### config.mk
export PLATFORM = sky130hd
export DESIGN_NAME = e203_itcm_ifu_tgt
export DESIGN_NICKNAME = d
export VERILOG_FILES = /design/src/rtl/e203_itcm_pkg.sv /design/src/rtl/e203_itcm_rsp_fifo.sv /design/src/rtl/e203_itcm_ifu_tgt.sv
export SDC_FILE = /design/constraint.sdc
export NUM_CORES = 1
export LEC_CHECK = 0
export ABC_CLOCK_PERIOD_IN_PS = 6700
export CORE_MARGIN = 2
export CORE_UTILIZATION = 50
export DETAILED_ROUTE_END_ITERATION = 10
export HOLD_SLACK_MARGIN = 0.02
export PLACE_DENSITY = 0.8
export SYNTH_ARGS = -nofsm -noshare
export SYNTH_HDL_FRONTEND = slang
export SYNTH_SLANG_ARGS = --single-unit
export TNS_END_PERCENT = 30
### constraint.sdc
create_clock -name clk -period 6.7 [get_ports clk]
set_clock_uncertainty 0.05 [all_clocks]
set_input_delay 1.675 -clock clk [delete_from_list [all_inputs] [get_ports clk]]
set_output_delay 1.675 -clock clk [all_outputs]
set_load 0.01 [all_outputs]
### src/rtl/e203_itcm_pkg.sv
// rtl/e203_itcm_pkg.sv - shared ITCM widths, depths and response entry type
package e203_itcm_pkg;

  localparam int ITCM_ADDR_W    = 16;
  localparam int ITCM_DATA_W    = 64;
  localparam int ITCM_RAM_AW    = 13;
  localparam int ITCM_RSP_DEPTH = 2;

  typedef struct packed {
    logic                   err;
    logic [ITCM_DATA_W-1:0] rdata;
  } itcm_rsp_t;

endpackage

### src/rtl/e203_itcm_rsp_fifo.sv
// rtl/e203_itcm_rsp_fifo.sv - 2-entry in-order buffer for unaccepted ITCM responses
module e203_itcm_rsp_fifo
  import e203_itcm_pkg::*;
(
  input  logic                 clk,
  input  logic                 rst,
  input  logic                 push_i,
  input  logic [ITCM_DATA_W:0] push_data_i,
  input  logic                 pop_i,
  output logic [ITCM_DATA_W:0] head_o,
  output logic                 full_o,
  output logic                 empty_o
);

  itcm_rsp_t  mem_q [ITCM_RSP_DEPTH];
  logic       wr_ptr_q;
  logic       rd_ptr_q;
  logic [1:0] count_q;
  logic [1:0] count_d;
  logic       push_ok;
  logic       pop_ok;

  assign full_o  = (count_q == 2'(ITCM_RSP_DEPTH));
  assign empty_o = (count_q == 2'd0);
  assign head_o  = mem_q[rd_ptr_q];

  // A push into a full buffer is only legal when the head leaves in the same cycle.
  assign push_ok = push_i & (~full_o | pop_i);
  assign pop_ok  = pop_i & ~empty_o;

  always_comb begin
    count_d = count_q + {1'b0, push_ok} - {1'b0, pop_ok};
  end

  always_ff @(posedge clk) begin
    if (rst) begin
      wr_ptr_q <= 1'b0;
      rd_ptr_q <= 1'b0;
      count_q  <= 2'd0;
      for (int i = 0; i < ITCM_RSP_DEPTH; i++) begin
        mem_q[i] <= '0;
      end
    end else begin
      if (push_ok) begin
        mem_q[wr_ptr_q] <= push_data_i;
        wr_ptr_q        <= ~wr_ptr_q;
      end
      if (pop_ok) begin
        rd_ptr_q <= ~rd_ptr_q;
      end
      count_q <= count_d;
    end
  end

endmodule

### src/rtl/e203_itcm_ifu_tgt.sv
// rtl/e203_itcm_ifu_tgt.sv - IFU fetch target port onto the ITCM SRAM
// Optional line-holdup reuse is built when E203_ITCM_HOLDUP_EN is defined.
module e203_itcm_ifu_tgt
  import e203_itcm_pkg::*;
(
  input  logic                   clk,
  input  logic                   rst,
  input  logic                   icb_cmd_valid,
  output logic                   icb_cmd_ready,
  input  logic [ITCM_ADDR_W-1:0] icb_cmd_addr,
  input  logic                   icb_cmd_read,
  output logic                   icb_rsp_valid,
  input  logic                   icb_rsp_ready,
  output logic                   icb_rsp_err,
  output logic [ITCM_DATA_W-1:0] icb_rsp_rdata,
  output logic                   ifu_holdup,
  output logic                   ram_cs,
  output logic [ITCM_RAM_AW-1:0] ram_addr,
  input  logic [ITCM_DATA_W-1:0] ram_dout,
  input  logic                   ext_ram_access
);

  logic [1:0] cnt_q, cnt_d;
  logic       pend_q, pend_d;
  logic       pend_wr_q, pend_wr_d;
  logic       cmd_hs, rd_hs, wr_hs, rsp_hs, skip;
  itcm_rsp_t  pend_rsp, fifo_head, rsp_src;
  logic       fifo_push, fifo_pop, fifo_full, fifo_empty;
  logic       unused_bits;

  assign icb_cmd_ready = (cnt_q < 2'(ITCM_RSP_DEPTH)) & ~ext_ram_access;
  assign cmd_hs        = icb_cmd_valid & icb_cmd_ready;
  assign rd_hs         = cmd_hs & icb_cmd_read;
  assign wr_hs         = cmd_hs & ~icb_cmd_read;
  assign ram_addr      = icb_cmd_addr[ITCM_ADDR_W-1:3];
  assign ram_cs        = rd_hs & ~skip & ~rst;

`ifdef E203_ITCM_HOLDUP_EN
  logic                   holdup_vld_q, holdup_vld_d;
  logic [ITCM_RAM_AW-1:0] last_addr_q, last_addr_d;

  assign skip       = holdup_vld_q & (ram_addr == last_addr_q);
  assign ifu_holdup = holdup_vld_q & ~rst;

  always_comb begin
    holdup_vld_d = holdup_vld_q;
    last_addr_d  = last_addr_q;
    if (ram_cs) begin
      holdup_vld_d = 1'b1;
      last_addr_d  = ram_addr;
    end else if (ext_ram_access | wr_hs) begin
      holdup_vld_d = 1'b0;
    end
  end

  always_ff @(posedge clk) begin
    if (rst) begin
      holdup_vld_q <= 1'b0;
      last_addr_q  <= '0;
    end else begin
      holdup_vld_q <= holdup_vld_d;
      last_addr_q  <= last_addr_d;
    end
  end
`else
  assign skip       = 1'b0;
  assign ifu_holdup = 1'b0;
`endif

  // The response produced this cycle comes straight off the SRAM (or is a write error);
  // it must be parked in the buffer now if it is not taken, since ram_dout may change.
  always_comb begin
    pend_rsp       = '0;
    pend_rsp.err   = pend_wr_q;
    pend_rsp.rdata = pend_wr_q ? '0 : ram_dout;
  end

  assign rsp_src       = fifo_empty ? pend_rsp : fifo_head;
  assign icb_rsp_valid = (~fifo_empty | pend_q) & ~rst;
  assign icb_rsp_err   = icb_rsp_valid & rsp_src.err;
  assign icb_rsp_rdata = icb_rsp_valid ? rsp_src.rdata : '0;
  assign rsp_hs        = icb_rsp_valid & icb_rsp_ready;

  assign fifo_pop  = ~fifo_empty & icb_rsp_ready;
  assign fifo_push = pend_q & ~(fifo_empty & icb_rsp_ready);

  e203_itcm_rsp_fifo u_rsp_fifo (
    .clk         (clk),
    .rst         (rst),
    .push_i      (fifo_push),
    .push_data_i (pend_rsp),
    .pop_i       (fifo_pop),
    .head_o      (fifo_head),
    .full_o      (fifo_full),
    .empty_o     (fifo_empty)
  );

  always_comb begin
    cnt_d     = cnt_q + {1'b0, cmd_hs} - {1'b0, rsp_hs};
    pend_d    = cmd_hs;
    pend_wr_d = wr_hs;
  end

  always_ff @(posedge clk) begin
    if (rst) begin
      cnt_q     <= 2'd0;
      pend_q    <= 1'b0;
      pend_wr_q <= 1'b0;
    end else begin
      cnt_q     <= cnt_d;
      pend_q    <= pend_d;
      pend_wr_q <= pend_wr_d;
    end
  end

  assign unused_bits = ^{icb_cmd_addr[2:0], fifo_full};

endmodule

==> results, run 1 <==
- The number of placed instances, taps included, is roughly 900.
- The clock root buffer master is clkbuf_16.
- The clock insertion delay at the later pin of the skew report is ~400 ps.
- Setup repair after global routing left no endpoint under its margin.
- The post-detailed-placement cell area is 8450 µm².
- The post-synthesis compound-gate area fraction is 14.1%.
- The basic-gate share of the synthesized area counting and, or, nand and nor cells is 21.5%.
- The post-synthesis cell area is 7140 µm².
- After Yosys synthesis, XOR and XNOR cells account for 0.736% of the synthesized area.
- The initial standard-cell utilization of the core is 51.2%.
- The die outline area is 15,300 µm².
- The post-cts repair resize count is 0.
- The final hold violation count was 0.
- The cell count after synthesis is 641.
- The y dimension of the die is 123 µm.
- The number of synthesized register bits is 139.
- Hold is met by ~500 ps.
- The required time reported for the critical path endpoint is 4970 ps.
- The detail route stage leaves a number of antenna-violating nets equal to 0.
- The total power divided by cell area is 366 nW/µm².
- The shortest period the worst path allows is 5490 ps.
- The violation count after the first detailed-routing iteration is approximately 440.
- Buffers added to address setup during post-CTS repair amount to 0.
- For this design the top-level I/O count stands at 168.
- In the final timing run, aggregate negative setup slack is 0 ps.
- The finished cells cover approximately 9100 µm².
- The initial antenna violation count is 0.
- The critical path is of the input port to primary output type.
- In the routed layout, each cell is associated on average with a via count of between 5 and 6.
- The max-cap violation count is 0.
- The setup slack of the worst register-to-register path is approximately 4000 ps.
- The worst slack at placement is roughly 1200 ps.
- The total detailed-routing wirelength is 15,700 µm.
- The number of warnings printed during yosys synthesis is 0.
- The net count after synthesis is 730.
- The layout cell share with drive strength beyond 1 is about an eighth.
- The wire-length estimate of the detail-placed layout is 9400 µm.
- The number of nets in the layout is 826.
- For this run, the total global-route usage over all layers was measured as 21.0%.
- For the worst flop-to-flop path, the logic depth is 4.
- The area of the placeable core is 13,900 µm².
- The worst setup slack after layout is 1210 ps.
- The upper clock frequency limit is ~180 MHz.
- For this block, the via count after detailed routing is 5,142.
- Counting flops with an async set or reset pin after synthesis yields a share of 0%.
- After floorplanning, the core was divided into 43 placement rows.
- The horizontal die dimension is between 100 and 150 µm.
- The pin count of the biggest net entering global routing is a little under 80.
- Among all cell types in the netlist, the one instantiated most often is edfxtp_1.
- The mean area per synthesized cell is between 10 and 15 µm².
- The area added between synthesis and finish is 27.6%.
- The maximum buffer depth of the clock tree is 2.
- The final count of pins violating max slew came to 0.
- The CTS buffer count is 17.
- Of the post-synthesis cell area, the dominant cell type holds 54.7%.
- For this run, design rule violations remaining after detail routing come to 0.
- The startpoint of the lowest-slack hold path is u_rsp_fifo.rd_ptr_q.
- For this run, the detailed router's first-pass iteration total came to 5.
- After synthesis, flip-flops and latches occupy 57.2% of the total area.
- In the post-synthesis netlist, the biggest area contributors are edfxtp_1, a211oi_1, nor2_4.
- The number of antenna diodes in the final layout is 0.
- The capture point of the worst reg-to-reg path is u_rsp_fifo.mem_q[0][58].
- The dominant synthesized flop cell is edfxtp_1.
- The clock tree synthesis step divided the H-tree into 4 levels.
- Across the whole layout, storage elements account for 4090 µm².
- The distinct cell type count of the synthesized netlist is 30.
- The number of port buffers is about 140.
- The global-route wire length before repair is 24,900 µm.
- The worst slew margin relative to its limit is 18.1%.
- Of the available clock period, the critical path in the final layout requires 81.9%.
- The final design utilization is 65.4%.
- At the pin with the least slew margin, the transition time is 1230 ps.
- The via count of the first global-routing pass was 5,150.
- After synthesis, the most frequently instantiated cells are edfxtp_1, a211oi_1, nor2_1, nand2_1, nor2b_1.
- After clock tree synthesis, the clock-pin slew on the worst setup and hold paths is 50 ps.
- The overall power after layout is 3.33 mW.
- The hold buffer count at CTS is 0.
- The routed length per placed instance is 16.9 µm.
- The share of synthesized area spent on multiplexers is 0.140%.
- The number of standard cells in the final layout excluding fillers is 930.
- The TritonCTS clock tree is done.
- The adder-cell share of the synthesized area is 0.526%.
- In this run, synthesis inferred 130 flip-flops with an integrated enable.
- STA classifies the critical path startpoint as an input port.
- The path class of the lowest-slack min-delay path is register to register.
- The data arrival at the endpoint of the critical path is 3760 ps.
- The start of the worst register-to-register path is u_rsp_fifo.count_q[1].
- Across the VDD grid, the largest voltage drop is 386 µV.
- The kind of end point of the critical path is a primary output.
- The flow ran to the end, and the final reports show no timing, DRC or antenna violations.
- The leading area contributor after synthesis is edfxtp_1.
- The total number of clock tree sinks is 139.
- Summing all multi-input logic gate instances after layout gives 2670 µm².
- The final setup violation count is 0.
- The overflow left after global routing is 0.
- The number of filler instances in the final layout is 1,017.
- By area, the combinational part of the netlist is dominated by simple AND/OR/NAND/NOR gates.
- For this design the static power due to leakage is 3.29 nW.
- The worst-path maximum fanout is 32.
- The number of cells on the worst hold path is 2.
- The weighted congestion reported at the end of routability-driven placement is around 0.78.
worst max-delay path, cell delays in order:
cell and delay, ps:
clkdlybuf4s50_1 400, buf_4 180, or2_2 320, buf_4 250, a211oi_1 310, clkdlybuf4s50_1 610
layout by cell type (no fill, tap or decap), types with 2 or more instances in the layout:
cell type,instances
a211oi_1,129
and2_1,3
buf_4,11
bufinv_16,6
clkbuf_1,2
clkbuf_16,17
clkdlybuf4s50_1,137
clkinv_1,2
clkinv_2,2
clkinv_4,2
dfxtp_1,8
edfxtp_1,130
ha_1,3
inv_1,3
nand2_1,67
nor2_1,99
nor2_4,40
nor2b_1,66
or2_2,2
xnor2_1,4
xor2_1,2
layout make-up:
| cell class | instances | area share, % |
|---|---|---|
| clock buffer | 19 | 4.75 |
| tap | 180 | 2.47 |
| clock inverter | 13 | 2.44 |
| timing repair buffer | 148 | 16.0 |
| inverter | 4 | 0.165 |
| multi-input combinational | 427 | 29.3 |
| sequential | 139 | 44.9 |
kinds of logic (layout without fill, tap and decap cells):
logic type               after synthesis  count (layout)
AO/OA/AOI/OAI                        135             135
XOR/XNOR                               6               6
adder cells (fa/ha/maj)                3               3
buffers and inverters                 75             184
flip-flops                           139             139
multiplexers                           1               1
other                                  1               1
AND/OR/NAND/NOR                      281             281
worst max path at each step:
stage,start,end,depth (start not counted)
finish,rst,icb_rsp_rdata[44],6
global route,rst,icb_rsp_rdata[22],6
CTS,rst,icb_rsp_rdata[44],6
detailed placement,rst,icb_rsp_rdata[44],6
global placement,rst,icb_rsp_rdata[44],6
floorplan,icb_rsp_ready,u_rsp_fifo.mem_q[0][0],3
power by group:
part	switching [mW]	leakage, nW	internal, mW	total (mW)
Clock	0.346	0.316	0.695	1.04
Combinational	0.680	1.55	0.504	1.18
Sequential	0.0823	1.42	1.03	1.11
state kept, by name, indices dropped and copies added (netlist names), named ones only:
signal / flops
u_rsp_fifo.mem_q: 130
cnt_q: 2
u_rsp_fifo.count_q: 2
pend_q: 1
pend_wr_q: 1
u_rsp_fifo.rd_ptr_q: 1
u_rsp_fifo.wr_ptr_q: 1
routing by layer:
| layer | global-route usage, % | up-vias | share of wire, % |
|---|---|---|---|
| met3 | 4.80 | 16 | 5.2 |
| li1 | - | 2480 | - |
| met2 | 35.6 | 168 | 51 |
| met5 | 0 | - | 0 |
| met4 | 6.82 | 0 | 1.2 |
| met1 | 26.8 | 2478 | 42 |
No activity file was read; power rests on OpenSTA's default activity.
==> run 2, diff against run 1 <==
- ABC_CLOCK_PERIOD_IN_PS: 6700 -> 5200
- clock period: 6.7 -> 5.2 ns (I/O delays scaled with it)
==> results, run 2 (synthesis gave the netlist of run 1 again) <==
- Setup repair after global routing left no endpoint under its margin.
- The number of flip-flops in the largest register is 130 (unchanged).
- The critical path is of the input port to primary output type.
- The root buffer cell chosen for the clock tree is clkbuf_16.
- The number of nets in the layout is 827 (+0.12%).
- The layout cell share with drive strength beyond 1 is 11.9% (+0.13 points).
- The register with the most flip-flops in the final layout is u_rsp_fifo.mem_q.
- The global routing usage summed across all routing layers was 21.5% (+0.46 points).
- The final count of pins violating max slew is 0 (unchanged).
- The antenna cell count is 0 (unchanged).
- The via density per instance came to 5.61 (+1.5%).
- The multi-input combinational cell area was 2670 µm² (unchanged).
- The detailed-placement wirelength estimate is 9700 µm (+3.2%).
- The post-cts repair resize count is 0 (unchanged).
- The worst slew margin relative to its limit is 36.6% (+18 points).
- The weighted congestion reported at the end of routability-driven placement is 0.766 (-1.2%).
- The total number of clock tree sinks is 139 (unchanged).
- The DRC violations left is 0 (unchanged).
- The data arrival at the endpoint of the critical path came to 3450 ps (-310 ps).
- The overflow left after global routing is 0 (unchanged).
- The register area came to 4090 µm² (unchanged).
- The most used cell along the critical path is clkdlybuf4s50_1.
- The level count of the clock H-tree is 4 (unchanged).
- The worst setup path is captured at a primary output.
- The via count of the first global-routing pass is 5,145 (-0.097%).
- The number of routed nets with antenna violations is 0 (unchanged).
- The most common cell after layout, fill and taps aside is clkdlybuf4s50_1.
- The violation count after the first detailed-routing iteration is 450 (+3.4%).
- Walking the worst path, the cells encountered are clkdlybuf4s50_1 -> or2_2 -> buf_12 -> a211oi_1 -> clkdlybuf4s50_1.
- The total detailed-routing wirelength came to 16,000 µm (+1.6%).
- The flow ran to the end, and the final reports show no timing, DRC or antenna violations.
- The number of filler instances in the final layout is 1,028 (+1.1%).
- The horizontal die dimension is 123 µm (unchanged).
- In the layout the commonest cells are clkdlybuf4s50_1, edfxtp_1, a211oi_1.
- The clock insertion delay at the later pin of the skew report was 410 ps (about the same).
- The worst-path maximum fanout came to 28 (-13%).
- The largest vdd supply drop is 477 µV (+23%).
- The final design utilization came to 65.4% (about the same).
- The leakage power summed over all cells is 3.28 nW (-0.13%).
- The standard cell with the maximum stage delay on the critical path is clkdlybuf4s50_1.
- The count of TritonRoute iterations in the first routing pass is 5 (unchanged).
- The top-level port count is 168 (unchanged).
- The die outline area came to 15,300 µm² (unchanged).
- The largest registers in the layout are u_rsp_fifo.mem_q x130, cnt_q x2, u_rsp_fifo.count_q x2.
- The number of port buffers is 137 (unchanged).
- The final setup violation count is 0 (unchanged).
- The hold buffer count at CTS is 0 (unchanged).
- The initial antenna violation count is 0 (unchanged).
- The initial standard-cell utilization of the core is 51.2% (unchanged).
- STA classifies the critical path startpoint as an input port.
- The transition time at the pin with the least slew margin is 949 ps (-279 ps).
- The CTS buffer count is 17 (unchanged).
- The maximum buffer depth of the clock tree was 2 (unchanged).
- The total power divided by cell area is 460 nW/µm² (+26%).
- The number of vias after detailed routing is 5,218 (+1.5%).
- In this run the worst hold path is classified as register to register.
- For this run, the top clock speed supported by timing is 208 MHz.
- The routed length per placed instance is 17.2 µm (+1.6%).
- The area added between synthesis and finish is 27.7% (about the same).
- The final hold violation count is 0 (unchanged).
- The clock-pin slew of the registers on the worst-case setup and hold paths is 50 ps (about the same).
- The pin count of the biggest net entering global routing is 129 (+63%).
- The worst path in the final design needs a cycle of 4800 ps, including I/O delays and setup.
- The largest stage delay on the critical path is 610 ps (about the same).
- The setup fix buffers added after clock tree synthesis is 0 (unchanged).
- The placement row count is 43 (unchanged).
- The required time reported for the critical path endpoint is 3850 ps (-1120 ps).
- TritonCTS built the clock tree.
- The final period utilization is 92.4%.
- The max-cap violation count is 0 (unchanged).
- The sum of negative setup slack is 0 ps (unchanged).
- The global-route wire length before repair is 25,300 µm (+1.4%).
- The area of the placeable core is 13,900 µm² (unchanged).
- The y dimension of the die was 123 µm (unchanged).
[run 2: layer usage]
| layer | global-route usage, % | routed length, µm |
|---|---|---|
| met5 | 0 | 0 |
| met4 | 8.74 | 314 |
| met3 | 3.32 | 735 |
| met2 | 35.7 | 8220 |
| met1 | 28.2 | 6720 |
[run 2: worst max-delay path, delay by kind of cell]
kind,cells,cell delay [ps]
buffers and inverters,3,1300
and+or+nand+nor,1,550
AOI/OAI and AO/OA,1,290
[run 2: cell type report]
class | count | share of cell area, %
sequential | 139 | 44.8
timing repair buffer | 149 | 16.8
tap | 180 | 2.47
clock buffer | 18 | 4.71
multi-input combinational | 427 | 29.3
inverter | 4 | 0.165
clock inverter | 13 | 1.67
[run 2: power by group]
group | internal [mW] | switching, mW | total (mW)
clock | 0.746 | 0.446 | 1.19
combinational | 0.682 | 0.905 | 1.59
sequential | 1.32 | 0.0953 | 1.42
[run 2: worst paths after layout]
| path | startpoint | slack, ps | end | cells after the start |
|---|---|---|---|---|
| setup / recovery | rst | 400 | icb_rsp_rdata[24] | 5 |
| hold reg to reg | u_rsp_fifo.rd_ptr_q | 490 | register | 2 |
| hold / removal | u_rsp_fifo.rd_ptr_q | 490 | register | 2 |
| setup reg to reg | u_rsp_fifo.count_q[1] | 2410 | cnt_q[1] | 11 |
[run 2: stage by stage]
step / instance area [µm²] / cells / hold slack (ps) / total power [mW] / worst slack, ps
6_report: 9120 / 930 / 487 / 4.20 / 396
5_1_grt: 9120 / 930 / 511 / 4.40 / 294
4_1_cts: 9120 / 930 / 487 / 4.21 / 393
3_5_place_dp: 8540 / 899 / 464 / 3.02 / 398
3_3_place_gp: 8540 / 899 / 447 / 2.97 / 418
2_1_floorplan: 7140 / 641 / 431 / 2.40 / 1380
==> run 3, diff against run 2 <==
- ABC_CLOCK_PERIOD_IN_PS: 5200 -> 5500
- PLACE_DENSITY: 0.8 -> 0.91
- clock period: 5.2 -> 5.5 ns (I/O delays scaled with it)
==> results, run 3 (synthesis gave the netlist of run 1 again) <==
- The violation count after the first detailed-routing iteration is 255 (-43%).
- The post-detailed-placement cell area is 8480 µm² (-0.66%).
- The start of the worst register-to-register path is u_rsp_fifo.count_q[1].
- The final hold violation count came to 0 (unchanged).
- The worst hold slack was 461 ps (-26.4 ps).
- The share of total power in sequential cells is 34.4% (+0.6 points).
- The final design utilization is 65.0% (-0.40 points).
- The final count of pins violating max slew is 0 (unchanged).
- Among all stages on the critical path, the largest delay is contributed by clkdlybuf4s50_1.
- The worst-path maximum fanout was 37 (+32%).
- The leakage power summed over all cells is 3.25 nW (-0.89%).
- The required time reported for the critical path endpoint is 4070 ps (+220 ps).
- The part of the power in combinational logic is 36.9% (-0.9 points).
- The clock root buffer master is clkbuf_16.
- The flow ran to the end, and the final reports show no timing, DRC or antenna violations.
- The via density per instance was 5.57 (-0.78%).
- The number of port buffers was 137 (unchanged).
- The net switching power of the design came to 1.36 mW (-6.2%).
- The startpoint of the lowest-slack hold path is u_rsp_fifo.rd_ptr_q.
- The hold buffer count at CTS is 0 (unchanged).
- In the layout the commonest cells are clkdlybuf4s50_1, edfxtp_1, a211oi_1.
- The maximum buffer depth of the clock tree is 2 (unchanged).
- The worst setup path is captured at a primary output.
- The y dimension of the die is 123 µm (unchanged).
- The die outline area was 15,300 µm² (unchanged).
- The most used cell along the critical path is clkdlybuf4s50_1.
- The max-cap violation count is 0 (unchanged).
- The area added between synthesis and finish is 27.0%.
- The setup fix buffers added after clock tree synthesis is 0 (unchanged).
- The weighted congestion reported at the end of routability-driven placement is 0.741 (-3.3%).
- The detailed-placement wirelength estimate was 9270 µm (-4.4%).
- The count of TritonRoute iterations in the first routing pass is 4 (-1).
- The transition time at the pin with the least slew margin is 1000 ps (+53.6 ps).
- The clock-pin slew of the registers on the worst-case setup and hold paths is 50 ps (about the same).
- The DRC violations left is 0 (unchanged).
- The largest stage delay on the critical path is 600 ps (about the same).
- The launching element type of the critical path is an input port.
- For hold timing, the worst endpoint is u_rsp_fifo.rd_ptr_q.
- The setup slack of the worst register-to-register path came to 3050 ps (+640 ps).
- The endpoint identified for the worst register-to-register timing path is cnt_q[1].
- The final cell area excluding filler cells is 9060 µm² (-0.60%).
- The number of cells on the worst hold path is 2 (unchanged).
- TritonCTS built the clock tree.
- The initial standard-cell utilization of the core is 51.2% (unchanged).
- The antenna cell count was 0 (unchanged).
- The number of routed nets with antenna violations is 0 (unchanged).
- The overall power after layout is 3.93 mW (-6.3%).
- The horizontal die dimension is 123 µm (unchanged).
- The sum of negative setup slack is 0 ps (unchanged).
- The area of the placeable core came to 13,900 µm² (unchanged).
- The via count of the first global-routing pass is 5,079 (-1.3%).
- The upper clock frequency limit is approximately 210 MHz.
- The worst setup path is of the input port to primary output kind.
- The total number of clock tree sinks is 139 (unchanged).
- The worst slew margin relative to its limit is 32.9% (-3.6 points).
- The number of flip-flops in the largest register is 130 (unchanged).
- The total power divided by cell area was 434 nW/µm² (-5.8%).
- The top-level port count came to 168 (unchanged).
- The number of nets in the layout came to 827 (unchanged).
- The data arrival at the endpoint of the critical path is 3270 ps (-180 ps).
- The overflow left after global routing is 0 (unchanged).
- The min-delay analysis places its worst path in the category register to register.
- The initial antenna violation count is 0 (unchanged).
- The most common cell after layout, fill and taps aside is clkdlybuf4s50_1.
- The number of cell instances on the worst register-to-register path is 11 (unchanged).
- The placement row count was 43 (unchanged).
- The final period utilization is 85.3%.
- The pin count of the biggest net entering global routing is 79 (-39%).
- The most flop-heavy register is u_rsp_fifo.mem_q.
- After layout, the minimum clock period comes to 4690 ps.
- The fraction of power spent switching nets is 34.5% (+0.045 points).
- The post-cts repair resize count is 0 (unchanged).
- The number of vias after detailed routing is 5,183 (-0.67%).
- The clock insertion delay at the later pin of the skew report is 410 ps (about the same).
- The largest vdd supply drop is 374 µV (-22%).
- The routed length per placed instance is 16.7 µm (-2.8%).
- The part of the power in the clock network is 28.7% (+0.3 points).
- The final setup violation count is 0 (unchanged).
- The global-route wire length before repair was 24,300 µm (-3.9%).
- The largest registers in the layout are u_rsp_fifo.mem_q x130, cnt_q x2, u_rsp_fifo.count_q x2.
- The layout cell share with drive strength beyond 1 is 11.9% (-0.016 points).
- The total detailed-routing wirelength is 15,600 µm (-2.7%).
- The critical path goes through clkdlybuf4s50_1 -> or2_2 -> buf_4 -> a211oi_1 -> clkdlybuf4s50_1.
- The global routing usage summed across all routing layers is 21.0% (-0.51 points).
- The CTS buffer count is 17 (unchanged).
- Setup repair after global routing left no endpoint under its margin.
- The internal power summed over all cells is 2.57 mW (-6.4%).
- The level count of the clock H-tree is 4 (unchanged).
## run 3: per-stage QoR
stage / cells / setup slack, ps
final: 931 / 806
after detailed placement: 899 / 783
after global placement: 899 / 800
after global routing: 931 / 749
after floorplan: 641 / 222
after CTS: 931 / 787
## run 3: area by class of cell
class / count / area (µm²)
Clock buffer: 18 / 429
Clock inverter: 14 / 154
Fill cell: 1046 / 4870
Inverter: 4 / 15.0
Multi-Input combinational cell: 427 / 2680
Sequential cell: 139 / 4090
Tap cell: 180 / 225
Timing Repair Buffer: 149 / 1470
## run 3: worst max-delay path by stage
stage,from,endpoint,slack (ps),depth (start not counted)
2_1_floorplan,icb_rsp_ready,u_rsp_fifo.mem_q[0][0],220,3
6_report,rst,icb_rsp_rdata[53],810,5
3_3_place_gp,rst,icb_rsp_rdata[58],800,5
3_5_place_dp,rst,icb_rsp_rdata[58],780,5
4_1_cts,rst,icb_rsp_rdata[58],790,5
5_1_grt,rst,icb_rsp_rdata[58],750,5
## run 3: layer usage
| metal | global-route usage, % | routed length (µm) | vias to the layer above | part of all wire, % |
|---|---|---|---|---|
| li1 | - | - | 2496 | - |
| met1 | 25.1 | 6440 | 2500 | 41 |
| met2 | 35.9 | 8030 | 166 | 52 |
| met3 | 5.40 | 844 | 21 | 5.4 |
| met4 | 9.02 | 243 | 0 | 1.6 |
| met5 | 0 | 0 | - | 0 |
## run 3: worst max-delay path: cells and delay by family
kind / cells / cell delay [ps]
AO/OA/AOI/OAI: 1 / 290
buffers and inverters: 3 / 1270
AND/OR/NAND/NOR: 1 / 300
## run 3: power by group through the flow
stage          clock, mW  sequential, mW  combinational, mW
2_1_floorplan          0            1.30              0.977
3_3_place_gp           0            1.36               1.41
3_5_place_dp           0            1.37               1.44
4_1_cts             1.14            1.35               1.45
5_1_grt             1.18            1.37               1.57
6_report            1.13            1.35               1.45
